`src/rtl/adc_spi_master.sv`:
```
// SPI master for a serial ADC: 16-bit frame, 3-bit channel address out, DATA_W-bit result in.
// Optional macro ADC_AUTO_SCAN_EN: after one start, scan channels continuously until reset.
module adc_spi_master #(
   parameter int SCK_HALF = 13,
   parameter int DATA_W   = 12
) (
   input  logic              clk,
   input  logic              reset,
   input  logic              start,
   input  logic [2:0]        ch,
   input  logic              adc_dout,
   output logic              adc_cs_n,
   output logic              adc_sck,
   output logic              adc_din,
   output logic              busy,
   output logic              done,
   output logic [DATA_W-1:0] data,
   output logic [2:0]        data_ch
);

   typedef enum logic [1:0] {IDLE, SETUP, SHIFT, HOLD} state_t;

   localparam int         SKIP      = 16 - DATA_W;
   localparam logic [7:0] HALF_LAST = 8'(SCK_HALF - 1);
   localparam logic [7:0] HALF_FULL = 8'(SCK_HALF);
`ifdef ADC_AUTO_SCAN_EN
   // One cycle shorter so the done-to-done period stays exactly 34*SCK_HALF.
   localparam logic [7:0] HOLD_LAST = 8'(SCK_HALF - 2);
`else
   localparam logic [7:0] HOLD_LAST = 8'(SCK_HALF - 1);
`endif

   state_t              state_q, state_d;
   logic [7:0]          cnt_q, cnt_d;
   logic [4:0]          half_q, half_d;
   logic [2:0]          ch_q, ch_d;
   logic [DATA_W-1:0]   shreg_q, shreg_d;
   logic [DATA_W-1:0]   data_q, data_d;
   logic [2:0]          data_ch_q, data_ch_d;
   logic                cs_n_q, cs_n_d;
   logic                sck_q, sck_d;
   logic                din_q, din_d;
   logic                busy_q, busy_d;
   logic                done_q, done_d;

   function automatic logic frame_bit(input logic [3:0] k, input logic [2:0] c);
      case (k)
         4'd2:    frame_bit = c[2];
         4'd3:    frame_bit = c[1];
         4'd4:    frame_bit = c[0];
         default: frame_bit = 1'b0;
      endcase
   endfunction

   always_comb begin
      state_d   = state_q;
      cnt_d     = cnt_q;
      half_d    = half_q;
      ch_d      = ch_q;
      shreg_d   = shreg_q;
      data_d    = data_q;
      data_ch_d = data_ch_q;
      cs_n_d    = cs_n_q;
      sck_d     = sck_q;
      din_d     = din_q;
      busy_d    = busy_q;
      done_d    = 1'b0;

      case (state_q)
         IDLE: begin
            if (start) begin
               ch_d    = ch;
               cs_n_d  = 1'b0;
               busy_d  = 1'b1;
               cnt_d   = 8'd0;
               shreg_d = '0;
               state_d = SETUP;
            end
         end
         SETUP: begin
            if (cnt_q == HALF_LAST) begin
               cnt_d   = 8'd0;
               half_d  = 5'd0;
               sck_d   = 1'b0;
               din_d   = frame_bit(4'd0, ch_q);
               state_d = SHIFT;
            end else begin
               cnt_d = cnt_q + 8'd1;
            end
         end
         SHIFT: begin
            // Even halves are sck-low, odd halves sck-high; the last high half
            // runs one extra cycle before the frame closes.
            if (half_q == 5'd31) begin
               if (cnt_q == HALF_FULL) begin
                  cnt_d     = 8'd0;
                  cs_n_d    = 1'b1;
                  din_d     = 1'b0;
                  done_d    = 1'b1;
                  data_d    = shreg_q;
                  data_ch_d = ch_q;
                  state_d   = HOLD;
               end else begin
                  cnt_d = cnt_q + 8'd1;
               end
            end else if (cnt_q == HALF_LAST) begin
               cnt_d  = 8'd0;
               half_d = half_q + 5'd1;
               if (!half_q[0]) begin
                  sck_d = 1'b1;
                  if (int'(half_q[4:1]) >= SKIP)
                     shreg_d = {shreg_q[DATA_W-2:0], adc_dout};
               end else begin
                  sck_d = 1'b0;
                  din_d = frame_bit(half_q[4:1] + 4'd1, ch_q);
               end
            end else begin
               cnt_d = cnt_q + 8'd1;
            end
         end
         HOLD: begin
            if (cnt_q == HOLD_LAST) begin
               cnt_d = 8'd0;
`ifdef ADC_AUTO_SCAN_EN
               ch_d    = ch_q + 3'd1;
               cs_n_d  = 1'b0;
               state_d = SETUP;
`else
               busy_d  = 1'b0;
               state_d = IDLE;
`endif
            end else begin
               cnt_d = cnt_q + 8'd1;
            end
         end
         default: state_d = IDLE;
      endcase
   end

   always_ff @(posedge clk or posedge reset) begin
      if (reset) begin
         state_q   <= IDLE;
         cnt_q     <= 8'd0;
         half_q    <= 5'd0;
         ch_q      <= 3'd0;
         shreg_q   <= '0;
         data_q    <= '0;
         data_ch_q <= 3'd0;
         cs_n_q    <= 1'b1;
         sck_q     <= 1'b1;
         din_q     <= 1'b0;
         busy_q    <= 1'b0;
         done_q    <= 1'b0;
      end else begin
         state_q   <= state_d;
         cnt_q     <= cnt_d;
         half_q    <= half_d;
         ch_q      <= ch_d;
         shreg_q   <= shreg_d;
         data_q    <= data_d;
         data_ch_q <= data_ch_d;
         cs_n_q    <= cs_n_d;
         sck_q     <= sck_d;
         din_q     <= din_d;
         busy_q    <= busy_d;
         done_q    <= done_d;
      end
   end

   assign adc_cs_n = cs_n_q;
   assign adc_sck  = sck_q;
   assign adc_din  = din_q;
   assign busy     = busy_q;
   assign done     = done_q;
   assign data     = data_q;
   assign data_ch  = data_ch_q;

endmodule

```
`config.mk`:
```
export PLATFORM = sky130hd
export DESIGN_NAME = adc_spi_master
export DESIGN_NICKNAME = d
export VERILOG_FILES = /design/src/rtl/adc_spi_master.sv
export SDC_FILE = /design/constraint.sdc
export NUM_CORES = 1
export LEC_CHECK = 0
export ABC_AREA = 1
export CAP_MARGIN = 20
export CORE_MARGIN = 2
export CORE_UTILIZATION = 51
export CTS_CLUSTER_SIZE = 20
export DETAILED_ROUTE_END_ITERATION = 16
export PLACE_DENSITY_LB_ADDON = 0.3
export SYNTH_ARGS = -nofsm -noshare
export SYNTH_HDL_FRONTEND = slang
export SYNTH_SLANG_ARGS = --single-unit
```
`constraint.sdc`:
```
create_clock -name clk -period 1.8 [get_ports clk]
set_clock_uncertainty 0.1 [all_clocks]
set_input_delay 0.27 -clock clk [delete_from_list [all_inputs] [get_ports clk]]
set_output_delay 0.27 -clock clk [all_outputs]
set_load 0.005 [all_outputs]
```
==> summary.md, run 1 <==
| Metric | Value |
|---|---|
| Mean Syn Cell Area | 8.44 µm² |
| Worst-path cell chain | ha_2 -> and3_4 -> ha_4 -> nand2_1 -> inv_1 -> nand2_1 -> nor2_2 -> nor2_2 -> nand2_2 -> buf_6 -> nand3_2 -> nand2_2 |
| Max_cap viols | 0 |
| Reg-to-reg critical path startpoint | half_q[1]$_DFFE_PP0P_ |
| I/O pin count | 27 |
| Place WS | -84.4 ps |
| Power per cell area | 1130 nW/µm² |
| Total Power | 3.72 mW |
| Multi-input logic area | 1230 µm² |
| RSZ-0062 raised after global routing | true |
| Vias in the first global route | 2100 |
| Vias/cell | 5.11 |
| Achievable Freq | 541 MHz |
| CP max stage cell | dfrtp_1 |
| Pin count of the biggest net entering global routing | 25 |
| Count leader, synth | nand2_1 |
| Worst min-delay path category | in2async |
| CTS Root Cell | clkbuf_8 |
| Gr ovfl total | 0 |
| R2r endpoint | adc_din$_DFFE_PP0P_ |
| Reg area | 1250 µm² |
| Flop-to-flop setup slack | -50 ps |
| Top cells by area, synth | dfrtp_1 (47%), nand2_1 (18%), ha_1 (4.4%) |
| Post-synth top area share | 0.473 |
| Final Slew Violations | 0 |
| H-tree levels | 2 |
| Critical Path End Type | flop |
| Syn_nets | 317 |
| Layout Nets | 367 |
| Outcome | complete, but fails checks |
| Final Setup Violations | 6 |
| Synth top cells by count | nand2_1 (123), dfrtp_1 (48), inv_1 (24) |
| FFs w/ async S/R, synth | 1.00 |
| Top FF cell, synth | dfrtp_1 |
| Routed vias | 2137 |
| Cells after Synth | 301 |
| VDD IR max | 601 µV |
| DRC | 0 |
| # rows | 25 |
| Layout Area Growth over Synthesis | 29.6% |
| Initial Util | 0.534 |
| TritonCTS buffer count | 5 |
| Number of fill cells | 364 |
| Clock slew at reported path FFs | 90 ps |
| Initial DRC Count | 128 |
| R2R depth | 12 |
| Max transition margin | 0.745 |
| Core region area | 4750 µm² |
| Maximum clock insertion buffer count | 2 |
| Avg WL per Cell | 13.6 µm |
| Unique masters post-synth | 33 |
| Crit share post-route | 1.03 |
| Req. time, crit path | 1890 ps |
| Fin crit period | 1850 ps |
| DRT Wirelength | 5690 µm |
| Crit path kind | reg2reg |
| EDFF count, synth | 0 |
| CP arrival | 1940 ps |
| Clock tree sinks | 50 |
| Die width | 74.6 µm |
| CTS tree | done |
| PortBufs | 26 |
| Antenna viol nets, final | 0 |
| Detail Placement HPWL | 3900 µm |
| DRT Pass-1 Iters | 4 |
| Setup ws final | -48.3 ps |
| Post-synthesis sequential area ratio | 0.493 |
| Failing checks | negative setup slack |
| Ys Warns | 0 |
| Ant diodes | 0 |
| Mapped Area | 2540 µm² |
| Skew-Pair Late Insertion Delay | 310 ps |
| Die Y | 74.6 µm |
| Final Hold Fails | 0 |
| Layout cells sized above 1 | 0.251 |
| Startpoint Class | flop |
| Post-synthesis register bit count | 50 |
| GRT Total Usage | 0.221 |
| Pleak | 1.61 nW |
| Worst Max-Slew Pin Slew | 383 ps |
| Post-synth top area cell | dfrtp_1 |
| Final Wtd Congestion | 0.882 |
| Post-cts hold buffer count | 0 |
| Initial antenna violation count | 0 |
| Slowest Stage Delay on Critical Path | 400 ps |
| Critical-path maximum fanout | 3 |
| Global-route wire length before repair | 9360 µm |
| Total Die Area | 5560 µm² |
final cells by class:
| type | instances | area share |
|---|---|---|
| clock buffer | 5 | 0.0209 |
| tap | 67 | 0.0255 |
| multi-input combinational | 214 | 0.372 |
| clock inverter | 2 | 0.0118 |
| sequential | 50 | 0.381 |
| inverter | 29 | 0.0334 |
| timing repair buffer | 51 | 0.155 |
cell usage in the layout (no fill, tap or decap), types with 3 or more instances in the layout:
cell type	n
nand2_1	117
dfrtp_1	48
clkdlybuf4s50_1	26
inv_1	22
buf_4	20
o21ai_0	13
o21ai_2	12
nand2_2	8
nor2_1	7
nand3_2	7
nand3_1	6
inv_2	6
ha_1	6
nor2_2	5
clkbuf_8	5
nor2_4	4
nand2_4	3
xor2_1	3
state kept, by name, indices dropped and copies added, names as in the netlist:
signal,cells
adc_din,1
half_q,5
cnt_q,8
done,1
adc_cs_n,1
busy,1
ch_q,3
data_ch,3
state_q,2
adc_sck,1
shreg_q,12
data,12
repair_timing:
item,in CTS,in global routing
gates resized for setup,12,17
endpoints found under the setup margin,23,24
cloned,0,2
setup buffers,0,0
pin swaps,4,7
cells by family (layout without fill, tap and decap cells):
group / count (synthesis) / count (layout) / share of synthesized area
DFF: 50 / 50 / 0.493
buffers and inverters: 37 / 87 / 0.0674
adders and majority gates: 9 / 9 / 0.0443
xor gates and xnor gates: 4 / 4 / 0.0138
AOI/OAI and AO/OA: 38 / 38 / 0.101
and+or+nand+nor: 163 / 163 / 0.280
power breakdown:
group	internal (mW)	switching, mW	leakage (nW)
Combinational	0.668	0.959	0.877
Sequential	1.22	0.0853	0.676
Clock	0.409	0.373	0.0542
Total	2.30	1.42	1.61
how the worst max path moves through the flow:
stage                               start                     end  slack [ps]  cells past startpoint
finish              half_q[1]$_DFFE_PP0P_     adc_din$_DFFE_PP0P_         -50                     12
global route        half_q[1]$_DFFE_PP0P_    cnt_q[1]$_DFFE_PP0N_        -140                     12
CTS                 half_q[1]$_DFFE_PP0P_     adc_din$_DFFE_PP0P_          -6                     12
detailed placement  half_q[1]$_DFFE_PP0P_  state_q[0]$_DFFE_PP0P_         -80                     13
global placement    half_q[0]$_DFFE_PP0P_  state_q[1]$_DFFE_PP0P_         -20                     13
floorplan           half_q[1]$_DFFE_PP0P_  shreg_q[0]$_DFFE_PP0P_           2                     10
metrics by stage:
stage               TNS, ps  area, µm²  hold slack, ps  utilization  cells
global placement      -33.6       3030             351        0.637    409
global route          -2040       3290             199        0.693    418
detailed placement     -565       3030             354        0.637    409
CTS                   -5.80       3180             164        0.669    416
finish                 -134       3290             155        0.693    418
floorplan                 0       2550             280            -    301
critical path: cells and delay by family, from the launching register on:
kind                     cells  cell delay, ps
buffers and inverters        2             180
flip-flops                   1             400
AND/OR/NAND/NOR              8             730
adder cells (fa/ha/maj)      2             340
layer usage:
| metal | vias to the layer above | part of all wire | global-route usage | wire [µm] |
|---|---|---|---|---|
| met5 | - | 0 | 0 | 0 |
| met4 | 0 | 0.014 | 0.0575 | 82 |
| met2 | 49 | 0.49 | 0.377 | 2790 |
| met1 | 1026 | 0.44 | 0.285 | 2510 |
| met3 | 9 | 0.054 | 0.0488 | 306 |
| li1 | 1053 | - | - | - |
Note: power is estimated with default switching activity, not from simulation.
==> run 2, diff against run 1 <==
--- a/config.mk
+++ b/config.mk
@@ -12,6 +12,7 @@
 export CTS_CLUSTER_SIZE = 20
 export DETAILED_ROUTE_END_ITERATION = 16
 export PLACE_DENSITY_LB_ADDON = 0.3
+export SKIP_LAST_GASP = 1
 export SYNTH_ARGS = -nofsm -noshare
 export SYNTH_HDL_FRONTEND = slang
 export SYNTH_SLANG_ARGS = --single-unit
==> summary.md, run 2 (same netlist as run 1, synthesis figures left out) <==
| Metric | Value |
|---|---|
| Vias in the first global route | 2100 (unchanged) |
| Fin crit period | 1840 ps (-4.64 ps) |
| Flop-to-flop setup slack | -40 ps (about the same) |
| NetSw | 1.42 mW (+0.16%) |
| Clk pwr share | 0.211 (about the same) |
| Worst-path cell chain | ha_2 -> and3_4 -> ha_4 -> nand2_1 -> inv_1 -> nand2_1 -> nor2_2 -> nor2_2 -> nand2_2 -> buf_6 -> nand3_2 -> nand2_2 |
| Worst Max-Slew Pin Slew | 389 ps (+6.84 ps) |
| Crit share post-route | 1.02 (-0.00258) |
| Total Power | 3.72 mW (+0.11%) |
| I/O pin count | 27 (unchanged) |
| Maximum clock insertion buffer count | 2 (unchanged) |
| Outcome | complete, but fails checks |
| Vias/cell | 5.11 (about the same) |
| Startpoint Class | flop |
| Post-Route Utilization | 0.693 (unchanged) |
| Delay-heaviest family, CP | simple AND/OR/NAND/NOR gates |
| H-tree levels | 2 (unchanged) |
| DRT Wirelength | 5690 µm (about the same) |
| Ant diodes | 0 (unchanged) |
| Pin count of the biggest net entering global routing | 25 (unchanged) |
| Achievable Freq | 542 MHz (+0.25%) |
| Initial antenna violation count | 0 (unchanged) |
| Layout Area Growth over Synthesis | 29.6% (unchanged) |
| Post-placement cell count | 409 (unchanged) |
| Critical-path maximum fanout | 3 (unchanged) |
| Setup ws final | -43.6 ps (+4.64 ps) |
| Max transition margin | 0.740 (-0.00457) |
| Most common cell after layout, fill and taps aside | nand2_1 |
| Gr ovfl total | 0 (unchanged) |
| Crit path kind | reg2reg |
| Initial DRC Count | 157 (+23%) |
| Critical Path End Type | flop |
| Die Y | 74.6 µm (unchanged) |
| Max_cap viols | 0 (unchanged) |
| CP arrival | 1940 ps (about the same) |
| Die width | 74.6 µm (unchanged) |
| DRT Pass-1 Iters | 4 (unchanged) |
| # rows | 25 (unchanged) |
| Power per cell area | 1130 nW/µm² (+0.11%) |
| GRT Total Usage | 0.221 (unchanged) |
| Global-route wire length before repair | 9360 µm (unchanged) |
| CTS Root Cell | clkbuf_8 |
| Req. time, crit path | 1890 ps (about the same) |
| CTS tree | done |
| Hold_ws | 156 ps (+1.36 ps) |
| Total Die Area | 5560 µm² (unchanged) |
| Layout Nets | 367 (unchanged) |
| RSZ-0062 raised after global routing | true |
| Final Slew Violations | 0 (unchanged) |
| Clock tree sinks | 50 (unchanged) |
| Skew-Pair Late Insertion Delay | 310 ps (about the same) |
| Core region area | 4750 µm² (unchanged) |
| Buf/Inv on CP | 2 (unchanged) |
| Antenna viol nets, final | 0 (unchanged) |
| Routed vias | 2136 (-0.047%) |
| CP max stage cell | dfrtp_1 |
| DRC | 0 (unchanged) |
| Switch share | 0.382 (about the same) |
| Commonest cells after routing, fill and taps aside | nand2_1 (117), dfrtp_1 (48), clkdlybuf4s50_1 (26), inv_1 (22), buf_4 (20) |
| Post CTS Setup Buffer Count | 0 (unchanged) |
| Final Setup Violations | 4 (-2) |
| CP startpoint | half_q[1]$_DFFE_PP0P_ |
| Internal Pwr Total | 2.30 mW (about the same) |
| Failing checks | negative setup slack |
| PortBufs | 26 (unchanged) |
| Post-cts hold buffer count | 0 (unchanged) |
| Slowest Stage Delay on Critical Path | 400 ps (about the same) |
| Layout cells sized above 1 | 0.251 (unchanged) |
| TritonCTS buffer count | 5 (unchanged) |
| Reg-to-reg critical path startpoint | half_q[1]$_DFFE_PP0P_ |
| Avg WL per Cell | 13.6 µm (about the same) |
| Comb pwr share | 0.438 (about the same) |
| Initial Util | 0.534 (unchanged) |
| Pleak | 1.61 nW (about the same) |
| Non-Filler Instances | 418 (unchanged) |
| Worst min-delay path category | in2async |
| Final Hold Fails | 0 (unchanged) |
| Final Wtd Congestion | 0.882 (unchanged) |
| Detail Placement HPWL | 3900 µm (unchanged) |
| VDD IR max | 597 µV (-0.70%) |
| Clock slew at reported path FFs | 90 ps (about the same) |
| Seq pwr share | 0.351 (about the same) |
[run 2: cell counts in the layout (fill, tap and decap cells not counted)]
No cell type changed its count.
[run 2: final timing paths]
kind / cells past startpoint / end
worst min-delay path: 2 / data_ch[0]$_DFFE_PP0P_
worst max-delay path: 12 / adc_din$_DFFE_PP0P_
worst max register to register: 12 / adc_din$_DFFE_PP0P_
max in group asynchronous: 3 / adc_sck$_DFFE_PP1P_
worst min register to register: 2 / adc_sck$_DFFE_PP1P_
min in group clk: 2 / adc_sck$_DFFE_PP1P_
[run 2: stage by stage]
step | cell area [µm²] | setup WS [ps] | TNS, ps
after floorplan | 2550 | 2.22 | 0
after global placement | 3030 | -17.6 | -33.6
after detailed placement | 3030 | -84.4 | -565
after CTS | 3180 | -5.80 | -5.80
after global routing | 3290 | -142 | -2030
final | 3290 | -43.6 | -109
[run 2: layer usage]
metal,part of all wire,up-vias,global-route usage
met5,0,-,0
met4,0.014,0,0.0575
met3,0.044,9,0.0488
met2,0.49,43,0.377
met1,0.45,1033,0.285
li1,-,1051,-
[run 2: power groups by stage]
stage | clock network (mW) | logic [mW] | registers [mW]
after detailed placement | 0 | 1.24 | 1.33
after CTS | 0.794 | 1.30 | 1.31
after global routing | 0.833 | 1.77 | 1.32
after floorplan | 0 | 0.855 | 1.31
after global placement | 0 | 1.21 | 1.32
final | 0.784 | 1.63 | 1.31
[run 2: layout make-up]
| type | instances | area (µm²) |
|---|---|---|
| fill | 364 | 1460 |
| sequential | 50 | 1250 |
| multi-input combinational | 214 | 1230 |
| timing repair buffer | 51 | 512 |
| inverter | 29 | 110 |
| tap | 67 | 83.8 |
| clock buffer | 5 | 68.8 |
| clock inverter | 2 | 38.8 |
[run 2: what timing repair did]
| item | 4_1_cts | 5_1_grt |
|---|---|---|
| cloned | 0 | 2 |
| setup endpoints to repair | 23 | 24 |
| resized for setup | 12 | 17 |
| pin swaps | 4 | 5 |
